## config.mk

```make
export PLATFORM = sky130hd
export DESIGN_NAME = dcache_miss_unit
export DESIGN_NICKNAME = d
export VERILOG_FILES = /design/src/rtl/dcache_miss_unit.sv
export SDC_FILE = /design/constraint.sdc
export NUM_CORES = 1
export LEC_CHECK = 0
export ABC_AREA = 1
export CAP_MARGIN = 15
export CORE_ASPECT_RATIO = 0.6
export CORE_MARGIN = 2
export CORE_UTILIZATION = 42
export DETAILED_ROUTE_END_ITERATION = 7
export PLACE_DENSITY_LB_ADDON = 0.15
export SYNTH_ARGS = -nofsm -noshare
export SYNTH_HDL_FRONTEND = slang
export SYNTH_SLANG_ARGS = --single-unit
export TNS_END_PERCENT = 5
```

## constraint.sdc

```tcl
create_clock -name cpu_clock_i -period 1.7 [get_ports cpu_clock_i]
set_input_delay 0.17 -clock cpu_clock_i [delete_from_list [all_inputs] [get_ports cpu_clock_i]]
set_output_delay 0.17 -clock cpu_clock_i [all_outputs]
set_load 0.01 [all_outputs]
```

## src/rtl/dcache_miss_unit.sv

```systemverilog
// dcache_miss_unit: load-queue miss responder (line refill + uncached I/O read).
// Optional DCMU_PERF_CNT_EN adds perf_refills_o / perf_io_o completion counters.
module dcache_miss_unit #(
  parameter int LINE_WORDS = 32,
  parameter int IO_TIMEOUT = 255
) (
  input  logic        cpu_clock_i,
  input  logic        cpu_reset_i,
  input  logic        dc_req,
  input  logic [31:0] dc_addr,
  input  logic [1:0]  dc_op,
  output logic [31:0] dc_data,
  output logic        dc_cmp,
  output logic        bram_wr_en_o,
  output logic [10:0] bram_wr_addr_o,
  output logic [31:0] bram_wr_data_o,
  output logic        tag_wr_en_o,
  output logic        tag_wr_way_o,
  output logic [23:0] tag_wr_tag_o,
  output logic        tag_wr_vld_o,
  output logic        mem_req_o,
  output logic [31:0] mem_addr_o,
  output logic [4:0]  mem_len_o,
  output logic [1:0]  mem_size_o,
  input  logic        mem_gnt_i,
  input  logic        mem_rvalid_i,
  input  logic [31:0] mem_rdata_i
`ifdef DCMU_PERF_CNT_EN
  ,
  output logic [31:0] perf_refills_o,
  output logic [31:0] perf_io_o
`endif
);

  localparam int LWB = $clog2(LINE_WORDS);

  typedef enum logic [2:0] {
    IDLE,
    RF_INV,
    RF_REQ,
    RF_FILL,
    RF_TAG,
    IO_REQ,
    IO_WAIT,
    DONE
  } state_e;

  state_e state_q, state_d;

  logic [31:0]    addr_q, addr_d;
  logic [1:0]     op_q, op_d;
  logic           victim_q, victim_d;
  logic [LWB-1:0] beat_q, beat_d;
  logic [7:0]     cnt_q, cnt_d;
  logic [31:0]    data_q, data_d;

  logic last_beat;
  logic io_tmo;

  assign last_beat = (beat_q == LWB'(LINE_WORDS - 1));
  assign io_tmo    = (cnt_q == 8'(IO_TIMEOUT - 1));

  // state register
  always_ff @(posedge cpu_clock_i) begin
    if (cpu_reset_i) begin
      state_q <= IDLE;
    end else begin
      state_q <= state_d;
    end
  end

  // next-state: a granted transaction always runs to DONE
  always_comb begin
    state_d = state_q;
    unique case (state_q)
      IDLE: begin
        if (dc_req) begin
          state_d = dc_addr[31] ? IO_REQ : RF_INV;
        end
      end
      RF_INV: state_d = RF_REQ;
      RF_REQ: begin
        if (mem_gnt_i) begin
          state_d = RF_FILL;
        end
      end
      RF_FILL: begin
        if (mem_rvalid_i && last_beat) begin
          state_d = RF_TAG;
        end
      end
      RF_TAG: state_d = DONE;
      IO_REQ: begin
        if (mem_gnt_i) begin
          state_d = IO_WAIT;
        end
      end
      IO_WAIT: begin
        if (mem_rvalid_i || io_tmo) begin
          state_d = DONE;
        end
      end
      DONE: state_d = IDLE;
      default: state_d = IDLE;
    endcase
  end

  // request latch, beat/timeout counters, victim way and I/O result
  always_comb begin
    addr_d   = addr_q;
    op_d     = op_q;
    victim_d = victim_q;
    beat_d   = beat_q;
    cnt_d    = cnt_q;
    data_d   = data_q;
    if (state_q == IDLE && dc_req) begin
      addr_d = dc_addr;
      op_d   = dc_op;
    end
    if (state_q == RF_REQ && mem_gnt_i) begin
      beat_d = '0;
    end
    if (state_q == RF_FILL && mem_rvalid_i) begin
      beat_d = beat_q + LWB'(1);
    end
    if (state_q == RF_TAG) begin
      victim_d = ~victim_q;
    end
    if (state_q == IO_REQ && mem_gnt_i) begin
      cnt_d = '0;
    end
    if (state_q == IO_WAIT) begin
      if (mem_rvalid_i) begin
        data_d = mem_rdata_i >> {addr_q[1:0], 3'b000};
      end else if (io_tmo) begin
        data_d = 32'hFFFF_FFFF;
      end else begin
        cnt_d = cnt_q + 8'd1;
      end
    end
  end

  // datapath registers
  always_ff @(posedge cpu_clock_i) begin
    if (cpu_reset_i) begin
      addr_q   <= '0;
      op_q     <= '0;
      victim_q <= 1'b0;
      beat_q   <= '0;
      cnt_q    <= '0;
      data_q   <= '0;
    end else begin
      addr_q   <= addr_d;
      op_q     <= op_d;
      victim_q <= victim_d;
      beat_q   <= beat_d;
      cnt_q    <= cnt_d;
      data_q   <= data_d;
    end
  end

  // state-decoded outputs; reset suppresses every strobe at once
  always_comb begin
    dc_cmp         = 1'b0;
    bram_wr_en_o   = 1'b0;
    bram_wr_addr_o = '0;
    bram_wr_data_o = '0;
    tag_wr_en_o    = 1'b0;
    tag_wr_way_o   = 1'b0;
    tag_wr_tag_o   = '0;
    tag_wr_vld_o   = 1'b0;
    mem_req_o      = 1'b0;
    mem_addr_o     = '0;
    mem_len_o      = '0;
    mem_size_o     = '0;
    if (!cpu_reset_i) begin
      unique case (state_q)
        RF_INV: begin
          tag_wr_en_o  = 1'b1;
          tag_wr_way_o = victim_q;
          tag_wr_tag_o = addr_q[30:7];
        end
        RF_REQ: begin
          mem_req_o  = 1'b1;
          mem_addr_o = {addr_q[31:2+LWB], {(2 + LWB){1'b0}}};
          mem_len_o  = 5'(LINE_WORDS - 1);
          mem_size_o = 2'b10;
        end
        RF_FILL: begin
          if (mem_rvalid_i) begin
            bram_wr_en_o   = 1'b1;
            bram_wr_addr_o = {victim_q, addr_q[11:2+LWB], beat_q};
            bram_wr_data_o = mem_rdata_i;
          end
        end
        RF_TAG: begin
          tag_wr_en_o  = 1'b1;
          tag_wr_way_o = victim_q;
          tag_wr_tag_o = addr_q[30:7];
          tag_wr_vld_o = 1'b1;
        end
        IO_REQ: begin
          mem_req_o  = 1'b1;
          mem_addr_o = addr_q;
          mem_size_o = op_q;
        end
        DONE: dc_cmp = 1'b1;
        default: ;
      endcase
    end
  end

  assign dc_data = data_q;

`ifdef DCMU_PERF_CNT_EN
  logic [31:0] perf_rf_q, perf_rf_d;
  logic [31:0] perf_io_q, perf_io_d;

  // completion counters split by request type
  always_comb begin
    perf_rf_d = perf_rf_q;
    perf_io_d = perf_io_q;
    if (state_q == DONE) begin
      if (addr_q[31]) begin
        perf_io_d = perf_io_q + 32'd1;
      end else begin
        perf_rf_d = perf_rf_q + 32'd1;
      end
    end
  end

  // counter registers
  always_ff @(posedge cpu_clock_i) begin
    if (cpu_reset_i) begin
      perf_rf_q <= '0;
      perf_io_q <= '0;
    end else begin
      perf_rf_q <= perf_rf_d;
      perf_io_q <= perf_io_d;
    end
  end

  assign perf_refills_o = perf_rf_q;
  assign perf_io_o      = perf_io_q;
`endif

endmodule

```

; ---- Word-level counts from Yosys, hierarchy flattened
; Index checks and enable logic that the tools add are counted.
[op_classes]
reduce_logical = 13
add_sub_neg = 2
eq_ne = 14
shift = 1
n_bitwise = 1
muxes = 42
[ops]
columns = operator, n
row1 = 32-bit two-way mux, 6
row2 = 32-bit one-hot mux with 2 select lines, 1
row3 = 24-bit two-way mux, 2
row4 = 11-bit two-way mux, 3
row5 = 8-bit two-way mux, 4
row6 = 32-bit by 5-bit right shift with 32-bit output, 1
row7 = 3-bit one-hot mux with 8 select lines, 1
row8 = 5-bit two-way mux, 4
row9 = 3-bit two-way mux, 6
row10 = 1-bit two-way mux, 13
row11 = "3-bit == test, second input constant", 4
row12 = "2-bit inequality test, second input constant", 5
row13 = "8-bit by 1-bit adder with 8-bit output, second input constant", 1
row14 = "8-bit == test, second input constant", 1
row15 = "3-bit by 2-bit == test with 1-bit output, second input constant", 2
row16 = "5-bit by 1-bit adder with 5-bit output, second input constant", 1
row17 = "5-bit == test, second input constant", 1
row18 = 1-bit logical AND, 5
row19 = 5-bit AND reduction, 1
row20 = 2-bit one-hot mux with 2 select lines, 1
row21 = 2-bit nonzero test, 2
row22 = 2-bit OR reduction, 2
row23 = "3-bit by 1-bit == test with 1-bit output, second input constant", 1
row24 = 3-bit zero test, 1
row25 = other kinds (4), 4
[totals]
output_inout_bits = 144
regBits = 83
word_cells = 80

; ---- Longest topological paths before layout
[depth]
word_depth = 6
ltp_mapped = 12

; ---- Worst setup path after synthesis
; No wires, ideal clock.
[synth_path]
path_type = register -> register
start = reg cnt_q[0]
end = reg data_q[0], in the netlist dc_data[0]
t_required_ps = 1584
period_less_slack_ps = 1401
setup_slack_ps = 299
arrival_ps = 1285
setup_ps = 116
stages_incl_launch_ff = 11
cell_sequence = dfxtp_1 > inv_1 > ha_1 > nand2_1 > nor2_1 > nand2_4 > nand2_2 > nand2_2 > buf_2 > nor2_1 > nor2_1
[synth_between]
elab_chain_len = 3
[synth_lines]
columns = item, line
row1 = start: declaration, 54  ; logic [7:0] cnt_q, cnt_d;
row2 = start signal: assignment, 157  ; cnt_q <= cnt_d;
row3 = 8-bit == test, 61  ; assign io_tmo = (cnt_q == 8'(IO_TIMEOUT - 1));
row4 = 2-bit nonzero test (no source line), --
row5 = 2-bit AND reduction (no source line), --
row6 = end signal: assignment, 158  ; data_q <= data_d;
row7 = end: declaration, 55  ; logic [31:0] data_q, data_d;
; No other way between the ends.
; A chain may end at the register's enable or synchronous reset.

; ---- Final worst setup path
[layout_path]
start = reg state_q[0]
end = out tag_wr_tag_o[0]
[layout_between]
elab_chain_len = 4
elab_cells_between_ends = 5
[layout_lines]
columns = item, line
row1 = start: declaration, 48  ; state_e state_q, state_d;
row2 = start signal: assignment, 68  ; state_q <= state_d;
row3 = 3-bit == test or 3-bit by 1-bit == test with 1-bit output (tied branches), 177  ; unique case (state_q)
row4 = 2-bit OR reduction (no source line) (*), --
row5 = 24-bit two-way mux (*), 177
row6 = 24-bit two-way mux (*), 176  ; if (!cpu_reset_i) begin
row7 = end: declaration, 19  ; output logic [23:0] tag_wr_tag_o,
; Every way passes the cells marked *; elsewhere a longest branch is shown, timed or not.

==> results.cfg <==
[status]
status = finished with violations
violations = setup timing

[clocking]
cts_tree = built
cts_buffer_depth = 2
cts_max_level = 3
cts.sinks = 83
clk_latency_ns = 0.34
cts-root-buf = clkbuf_16
clk_pin_slew_ns = 0.06
cts_buffers = 9

[yosys]
netlist_area_um2 = 4600
synth_top_area_share_pct = 36.1
yosysTopAreaCell = dfxtp_1
yosysMostFrequentCell = nor2_1
ys_seq_elements = 83
synth.area.top_cells = dfxtp_1 (36%), nor2_1 (12%), inv_1 (9.3%)
synthTopCellsByCount = nor2_1 (150), inv_1 (114), nand2_1 (90)
synth_edf_count = 0
synth-seq-area-share_pct = 36.1
synth-main-ff-cell = dfxtp_1
async_reset_ff_share_pct = 0
ys_types = 33
synth_warnings = 0
synthCells = 732
syn_avg_cell_area_um2 = 6.29
syn-num-nets = 807

[sta]
post-route-min-period_ns = 1.84
finClkSkew_ns = 0.00461
max_freq_mhz = 544
hold_violations = 0
tns_ns = -7.42
slew_viol_final = 0
slew_headroom_pct = 67.7
fin_crit_sh_pct = 108
setup_violations = 99
setup_slack_ns = -0.139
tightest_slew_ns = 0.480
worst_hold_slack_ns = 0.452
rsz0062_at_grt = true

[detailed_routing]
wire_per_inst_um = 15.8
vias = 5615
drc = 0
final_antenna_net_count = 0
routed_wl_mm = 17.5
first_pass_iters = 5
vias_per_cell = 5.07
drt_iter0_drc = 507

[power]
irDropWorstVdd_uv = 708
powerDensity_nw_per_um2 = 1080
p_comb_share_pct = 45.1
swShare_pct = 38.2
p_seq_share_pct = 30.1
design_power_total_mw = 8.19
switchingPower_mw = 3.13
leakage_nw = 3.50
p_int_mw = 5.06
clkPwrFrac_pct = 24.8

[worst_setup_path]
end_kind = primary output
r2r-start = beat_q[0]$_SDFFE_PP0P_
worst_ep_required_time_ns = 1.53
r2r_end = state_q[0]$_SDFFE_PP0P_
r2r_slack_ns = 0.08
crit_fanout = 6
path_class = register to primary output
critPathLaunchType = register
arrival_ns = 1.67
reg2reg_depth = 11

[place]
dp_hpwl_mm = 11.9
place.port_buffers = 214
place_area_um2 = 7100
dpl.cell_count = 1080
gp_congestion = 0.884

[min_path]
hold_class = input port to register
hold_depth = 3
min-delay-start = dc_addr[3]
worstHoldEndpoint = addr_q[3]$_SDFFE_PP0P_

[die]
chipWidth_um = 139
fp.dieH_um = 85.1
num_io_pins = 215
start_util_pct = 43.3
dieArea_um2 = 11800
core_area_um2 = 10600
row_count = 29

[global_route]
track_usage_pct = 27.0
grt_pass1_vias = 5110
overflow = 0
antenna_found_initial = 0
grt_max_degree = 69
grt_pass1_wl_mm = 25.8

[finish]
drive_gt1_share_pct = 28.6
fin_area_um2 = 7590
area_delta_synth_final_pct = 64.8
final_cells = 1108
diodes = 0
fin_nets = 1039

[flow_run]
maxCapViolCount = 0
-- power by group through the flow --
stage          clock (mW)  combinational (mW)  sequential [mW]
2_1_floorplan           0                1.72             2.50
3_3_place_gp            0                3.06             2.46
3_5_place_dp            0                3.15             2.47
4_1_cts              2.06                3.30             2.44
5_1_grt              2.14                4.00             2.50
6_report             2.03                3.69             2.46
-- metrics by stage --
step,setup slack (ns),util (%)
floorplan,0.299,-
global placement,-0.201,66.7
detailed placement,-0.281,66.7
CTS,-0.120,67.1
global route,-0.227,71.4
finish,-0.139,71.4
-- cells by family after synthesis --
group / after synthesis / synth area share, %
fa+ha+maj: 4 / 1.09
compound gates: 164 / 18.6
flops: 83 / 36.1
buf+inv: 166 / 14.8
simple gates: 315 / 29.4
-- how the worst max path moves through the flow --
stage,startpoint,end,slack [ns],depth (start not counted)
finish,state_q[0]$_SDFFE_PP0P_,tag_wr_tag_o[0],-0.14,8
CTS,state_q[1]$_SDFFE_PP0P_,tag_wr_tag_o[5],-0.12,8
global placement,mem_rvalid_i,bram_wr_data_o[22],-0.20,7
floorplan,cnt_q[0]$_SDFF_PP0_,dc_data[0]$_SDFFE_PP0P_,0.30,10
global route,state_q[0]$_SDFFE_PP0P_,bram_wr_data_o[17],-0.23,8
detailed placement,mem_rvalid_i,bram_wr_data_o[7],-0.28,7
-- timing repair --
item	4_1_cts	5_1_grt
buffers inserted	0	3
gates cloned	2	7
hold buffers	0	0
pin swaps	1	5
hold endpoints to repair	0	0
setup endpoints to repair	112	125
resized for setup	440	117
-- critical path: stages, from the launching register on --
cell and delay [ns]:
dfxtp_2 0.34, buf_6 0.14, nor2_4 0.11, nor2_2 0.05
a21oi_4 0.14, nand2_4 0.14, clkbuf_16 0.20, nor2_1 0.07
buf_2 0.13
-- registers in the layout, summed over array words and instances (netlist names) --
register	count
state_q	3
cnt_q	8
op_q	2
beat_q	5
addr_q	32
dc_data	32
victim_q	1
-- final cells by class --
cell class	instances	area, um2
Timing Repair Buffer	267	2390
Sequential cell	83	1670
Clock buffer	11	253
Multi-Input combinational cell	483	2580
Clock inverter	5	61.3
Tap cell	139	174
Fill cell	864	3050
Inverter	120	455
-- routing by layer --
metal	vias up	wire [um]	GRT usage, %
met1	2558	7480	35.9
met3	38	1500	6.38
met4	0	419	7.53
met5	-	0	0
li1	2748	-	-
met2	271	8130	44.5
-- cells in the final DEF (no fill, tap or decap), types with 6 or more instances in the layout --
master	n
a21oi_1	72
buf_12	8
buf_2	78
buf_4	32
buf_6	25
clkbuf_16	13
clkbuf_2	6
clkdlybuf4s15_2	9
clkdlybuf4s50_1	102
dfxtp_1	78
inv_1	111
inv_2	6
nand2_1	86
nand2_2	10
nand3_1	46
nor2_1	98
nor2_2	33
nor2_4	24
o21ai_0	67
o21ai_1	11
o31ai_1	9
(Power assumes the default switching activity.)
